## config.mk

```make
export PLATFORM = sky130hd
export DESIGN_NAME = fetch_unit
export DESIGN_NICKNAME = d
export VERILOG_FILES = /design/src/rtl/fetch_pkg.sv /design/src/rtl/fetch_perf_cnt.sv /design/src/rtl/fetch_unit.sv
export SDC_FILE = /design/constraint.sdc
export NUM_CORES = 1
export LEC_CHECK = 0
export ABC_AREA = 1
export CAP_MARGIN = 20
export CORE_ASPECT_RATIO = 1.4
export CORE_MARGIN = 2
export CORE_UTILIZATION = 42
export CTS_CLUSTER_DIAMETER = 40
export DETAILED_ROUTE_END_ITERATION = 10
export PLACE_DENSITY_LB_ADDON = 0.25
export SLEW_MARGIN = 40
export SYNTH_ARGS = -nofsm -noshare
export SYNTH_HDL_FRONTEND = slang
export SYNTH_SLANG_ARGS = --single-unit
```

## constraint.sdc

```tcl
create_clock -name clk -period 2.1 [get_ports clk]
set_input_delay 0.315 -clock clk [delete_from_list [all_inputs] [get_ports clk]]
set_output_delay 0.315 -clock clk [all_outputs]
set_load 0.005 [all_outputs]
```

## src/rtl/fetch_pkg.sv

```systemverilog
// Shared types and constants for the instruction-fetch stage.
// Latency: n/a (declarations only).
// Backpressure: n/a (declarations only).
package fetch_pkg;

  typedef enum logic [1:0] {
    IDLE  = 2'd0,
    REQ   = 2'd1,
    DRAIN = 2'd2,
    HOLD  = 2'd3
  } fetch_state_t;

  // Byte distance between sequential instructions.
  localparam int PC_STEP = 4;

  // Low address bits forced to zero on the memory request.
  localparam int IMEM_ALIGN_BITS = 2;

endpackage

```

## src/rtl/fetch_perf_cnt.sv

```systemverilog
// Pair of saturating event counters for the fetch stage.
// Latency: one cycle from increment strobe to updated count.
// Backpressure: none; strobes are sampled every cycle.
//
// Ports:
//   clk, rst           clock, synchronous active-high reset
//   i_fetch_inc        one accepted, non-killed instruction transfer
//   i_stall_inc        one cycle waiting on instruction memory
//   o_fetched/o_stall  current counts, stick at all-ones
module fetch_perf_cnt (
  input  logic        clk,
  input  logic        rst,
  input  logic        i_fetch_inc,
  input  logic        i_stall_inc,
  output logic [31:0] o_fetched,
  output logic [31:0] o_stall
);

  logic [31:0] r_fetched;
  logic [31:0] r_stall;

  always_ff @(posedge clk) begin
    if (rst) begin
      r_fetched <= '0;
      r_stall   <= '0;
    end else begin
      if (i_fetch_inc && (r_fetched != '1)) r_fetched <= r_fetched + 32'd1;
      if (i_stall_inc && (r_stall != '1))   r_stall   <= r_stall + 32'd1;
    end
  end

  assign o_fetched = r_fetched;
  assign o_stall   = r_stall;

endmodule

```

## src/rtl/fetch_unit.sv

```systemverilog
// Instruction fetch: one outstanding imem request, result presented to decode.
// Latency: response in cycle N -> if_valid in cycle N+1; PC advance is same-cycle.
// Backpressure: if_ready low holds the instruction in HOLD and issues no new request.
//
// Ports:
//   clk, rst                          clock, synchronous active-high reset
//   pc_in / pc_load / pc_next         PC register read and load interface
//   imem_read / imem_address          memory request (word aligned, held until response)
//   imem_resp / imem_rdata            memory response pulse and data
//   if_valid / if_ready               decode handshake
//   if_pc / if_instr                  presented instruction and its unmodified PC
//   redirect / redirect_target        control-flow redirect
//   perf_fetched / perf_stall         counters, present only with FETCH_PERF_CNT_EN
module fetch_unit
  import fetch_pkg::*;
#(
  parameter int width = 32
) (
  input  logic             clk,
  input  logic             rst,
  input  logic [width-1:0] pc_in,
  output logic             pc_load,
  output logic [width-1:0] pc_next,
  output logic             imem_read,
  output logic [width-1:0] imem_address,
  input  logic             imem_resp,
  input  logic [width-1:0] imem_rdata,
  output logic             if_valid,
  input  logic             if_ready,
  output logic [width-1:0] if_pc,
  output logic [width-1:0] if_instr,
  input  logic             redirect,
  input  logic [width-1:0] redirect_target
`ifdef FETCH_PERF_CNT_EN
  ,
  output logic [31:0]      perf_fetched,
  output logic [31:0]      perf_stall
`endif
);

  fetch_state_t     r_state;
  fetch_state_t     w_state_next;
  logic [width-1:0] r_req_addr;
  logic             r_req_latched;
  logic [width-1:0] r_if_pc;
  logic [width-1:0] r_if_instr;

  logic             w_pc_load;
  logic [width-1:0] w_pc_next;
  logic             w_capture;
  logic [width-1:0] w_pc_aligned;
  logic [width-1:0] w_pc_seq;

  assign w_pc_aligned = {pc_in[width-1:IMEM_ALIGN_BITS], {IMEM_ALIGN_BITS{1'b0}}};
  assign w_pc_seq     = pc_in + width'(PC_STEP);

  always_comb begin
    w_state_next = r_state;
    w_pc_load    = 1'b0;
    w_pc_next    = '0;
    w_capture    = 1'b0;

    case (r_state)
      IDLE: begin
        w_state_next = REQ;
        if (redirect) begin
          w_pc_load = 1'b1;
          w_pc_next = redirect_target;
        end
      end
      REQ: begin
        if (redirect) begin
          // A response in the same cycle belongs to the killed path: drop it
          // and start over at the target; otherwise wait out the request.
          w_pc_load    = 1'b1;
          w_pc_next    = redirect_target;
          w_state_next = imem_resp ? REQ : DRAIN;
        end else if (imem_resp) begin
          w_capture    = 1'b1;
          w_pc_load    = 1'b1;
          w_pc_next    = w_pc_seq;
          w_state_next = HOLD;
        end
      end
      DRAIN: begin
        if (redirect) begin
          w_pc_load = 1'b1;
          w_pc_next = redirect_target;
        end
        if (imem_resp) w_state_next = REQ;
      end
      HOLD: begin
        // Redirect wins over a same-cycle if_ready: the instruction is killed.
        if (redirect) begin
          w_pc_load    = 1'b1;
          w_pc_next    = redirect_target;
          w_state_next = REQ;
        end else if (if_ready) begin
          w_state_next = REQ;
        end
      end
      default: w_state_next = IDLE;
    endcase

    if (rst) begin
      w_state_next = IDLE;
      w_pc_load    = 1'b0;
      w_pc_next    = '0;
      w_capture    = 1'b0;
    end
  end

  always_ff @(posedge clk) begin
    if (rst) begin
      r_state       <= IDLE;
      r_req_addr    <= '0;
      r_req_latched <= 1'b0;
      r_if_pc       <= '0;
      r_if_instr    <= '0;
    end else begin
      r_state <= w_state_next;
      // The PC register is updated at the edge that enters REQ, so the
      // address is taken from pc_in during the first REQ cycle and frozen
      // afterwards; DRAIN keeps presenting it while pc_in moves on.
      if ((r_state == REQ) && !r_req_latched) r_req_addr <= w_pc_aligned;
      r_req_latched <= (r_state == REQ) && (w_state_next == REQ) && !imem_resp;
      if (w_capture) begin
        r_if_pc    <= pc_in;
        r_if_instr <= imem_rdata;
      end
    end
  end

  assign pc_load      = w_pc_load;
  assign pc_next      = w_pc_next;
  assign imem_read    = !rst && ((r_state == REQ) || (r_state == DRAIN));
  assign imem_address = ((r_state == REQ) && !r_req_latched) ? w_pc_aligned : r_req_addr;
  assign if_valid     = !rst && (r_state == HOLD);
  assign if_pc        = r_if_pc;
  assign if_instr     = r_if_instr;

`ifdef FETCH_PERF_CNT_EN
  logic w_fetch_inc;
  logic w_stall_inc;

  assign w_fetch_inc = if_valid && if_ready && !redirect;
  assign w_stall_inc = ((r_state == REQ) || (r_state == DRAIN)) && !imem_resp;

  fetch_perf_cnt u_perf (
    .clk         (clk),
    .rst         (rst),
    .i_fetch_inc (w_fetch_inc),
    .i_stall_inc (w_stall_inc),
    .o_fetched   (perf_fetched),
    .o_stall     (perf_stall)
  );
`else
  // Counters not built.
`endif

endmodule

```

==> metrics.cfg <==
[sta]
worst_slew_pin_slew_ns = 0.442
fin_tns_setup_ns = -6.41
skew_ns = 0.00876
finalHoldViolCount = 0
rsz0062_at_grt = true
fin_crit_ns = 2.52
fin_ws_ns = -0.416
drv_slew = 0
fmax_mhz = 398
period_share_pct = 120
whs_ns = 0.343
setup_viol = 58
slew_headroom_pct = 70.5

[logic_synthesis]
synthCells = 778
synthesis.area_sq_um = 5220
ys.warnings.count = 0
ys_seq_elements = 99
syn_avg_cell_area_sq_um = 6.71
ys_seq_area_share_pct = 38.0
synth_cell_types = 33
synth_fp_nets = 886

[worst_setup_path]
crit_buf_inv = 2
critPathCaptureType = output port
crit_top_cell = nand2_1
path_cells = dlygate4sd2_1 > nand2_1 > nor2_2 > nand2_1 > nor2_1 > nand2_1 > nand2_1 > nand3_2 > a21oi_1 > buf_2
r2r_cells = 14
crit_cells = 10
cp_top_family = simple AND/OR/NAND/NOR gates
crit_arrival_ns = 2.20
slowest_delay_ns = 0.38
start_kind = primary input
r2r-end = r_req_addr[11]
path_max_fanout = 4
r2r-start = r_state[1]
worstPathRequired_ns = 1.78
cpMaxStageDelayCell = dlygate4sd2_1
path_class = in2out
ff2ff_setup_slack_ns = 0.02

[power_and_ir_drop]
comb_power_share_pct = 36.7
ir_drop_uv = 399
pwr-share-clk_pct = 28.4
p_per_area_nw_per_um2 = 563
pwr-share-seq_pct = 34.9
p_switching_mw = 1.85
p_total_mw = 5.83
leakage_nw = 4.57
p_int_mw = 3.98
switching_share_pct = 31.8

[clock_tree]
cts.sinks = 99
path_clk_slew_ns = 0.07
htreeDepth = 3
cts_tree = done
cts_buffer_depth = 2
hold_buffers = 0
cts-root-buf = clkbuf_16
clk_latency_ns = 0.36
cts_made_buffers = 9

[place]
dpl.cell_count = 1256
dpl_cell_area_sq_um = 8630
gp_congestion = 0.916
port-buffer-count = 231
place_ws_ns = -0.737
dp_hpwl_mm = 14.1

[grt]
antenna_found_initial = 0
grt_usage_pct = 32.5
grt_max_degree = 73
grt-ovfl-total = 0
grt_pass1_wl_mm = 34.4
grt_pass1_vias = 6948

[floorplanning]
die_area_sq_um = 13400
die_y_um = 136
num_rows = 48
fp.dieW_um = 98.2
initial_core_util_pct = 42.6
io_pins = 232
core_sq_um = 12300

[hold_path]
hold_path_depth = 3
min_path_type = in2reg
hold_end = if_pc[3]
hold_path.startpoint = pc_in[3]

[layout]
final_common_cell = buf_4
final_core_util_pct = 84.6
syn2layout_area_growth_pct = 98.4
finalNonFillerCells = 1356
antenna_cells = 0
final_nets = 1309
drive_above_1_share_pct = 42.0
final_cell_mix = buf_4, nand2_1, clkdlybuf4s50_1, dfxtp_1, nor2_1
final_area_sq_um = 10400

[detailed_routing]
firstDrtPassIters = 7
drt_iter0_markers = 493
wirelength_mm = 26.1
drc_errors = 0
ant_nets = 0
routedWlPerCell_um = 19.2
vias = 7358
via_per_inst = 5.43

[run_status]
run_status = complete, but fails checks
violations = negative setup slack

[run]
maxCapViolCount = 0

timing repair:
| action | CTS | global route |
|---|---|---|
| setup endpoints to repair | 66 | 65 |
| buffers inserted | 69 | 14 |
| cloned | 6 | 3 |
| resized for setup | 480 | 104 |
| pin swaps | 67 | 40 |
worst reg2reg max path: cells and delay by family (launching register included):
kind / cells / cell delay, ns
adder cells (fa/ha/maj): 1 / 0.14
flip-flops: 1 / 0.34
buffers and inverters: 9 / 1.02
AND/OR/NAND/NOR: 3 / 0.47
AO/OA/AOI/OAI: 1 / 0.05
cells in the mapped netlist:
cell type / count / area [sq um]
nor2_4: 1 / 11.3
o21ai_1: 2 / 10.0
nor2_1: 105 / 394
nand3b_1: 2 / 15.0
buf_6: 2 / 22.5
nor4_4: 1 / 21.3
o22ai_1: 2 / 12.5
o21ai_0: 72 / 360
a21oi_1: 32 / 160
a211oi_1: 9 / 67.6
a21oi_2: 2 / 17.5
inv_2: 2 / 7.51
a31oi_1: 1 / 6.26
clkbuf_2: 1 / 5.00
and2_1: 1 / 6.26
a211oi_2: 18 / 225
nand3_2: 1 / 10.0
buf_1: 4 / 15.0
nand2_1: 202 / 758
ha_1: 7 / 87.6
or2_2: 30 / 188
buf_4: 6 / 45.0
nor2_2: 6 / 37.5
nand2_2: 5 / 31.3
buf_2: 13 / 65.1
clkbuf_1: 16 / 60.1
nand4_1: 4 / 25.0
xor2_1: 1 / 8.76
inv_1: 86 / 323
nand3_1: 36 / 180
o211ai_1: 7 / 52.6
nor3_1: 2 / 10.0
dfxtp_1: 99 / 1980
logic make-up (layout without fill, tap and decap cells):
family / Yosys count / after routing / synth area share [%]
compound gates: 145 / 145 / 17.5
xor+xnor: 1 / 1 / 0.168
fa+ha+maj: 7 / 7 / 1.68
buf+inv: 130 / 558 / 10.4
flops: 99 / 99 / 38.0
simple gates: 396 / 396 / 32.3
layer usage:
layer	global-route usage, %	wire, um	share of wire, %	vias up
li1	-	-	-	3325
met1	34.1	9080	35	3356
met2	60.0	12800	49	503
met3	6.27	2030	7.8	174
met4	18.9	2140	8.2	0
met5	0	0	0	-
flip-flops by register name, summed over array words and instances (netlist names):
register	flops
if_instr	32
if_pc	32
r_req_addr	32
r_state	2
r_req_latched	1
worst max-delay path by stage:
stage	from	end	slack (ns)
3_3_place_gp	pc_in[3]	pc_next[22]	-0.71
3_5_place_dp	pc_in[3]	pc_next[16]	-0.74
2_1_floorplan	r_state[1]	imem_address[25]	0.35
6_report	pc_in[24]	pc_next[27]	-0.42
4_1_cts	r_state[1]	pc_next[31]	-0.14
5_1_grt	pc_in[24]	pc_next[27]	-0.41
power by group through the flow:
stage               combinational (mW)  clock [mW]  sequential, mW
global placement                  1.42           0            2.06
finish                            2.14        1.65            2.04
floorplan                        0.499           0            2.06
CTS                               1.80        1.64            2.03
global route                      2.24        1.74            2.04
detailed placement                1.43           0            2.07
layout make-up:
type | instances | area (sq um)
clock inverters | 7 | 60.1
clock buffers | 9 | 225
repair buffers | 454 | 3960
flip-flops and latches | 99 | 1990
inverters | 88 | 340
multi-input cells | 549 | 3600
well taps | 150 | 188
fillers | 665 | 1890
(Power assumes the default switching activity.)
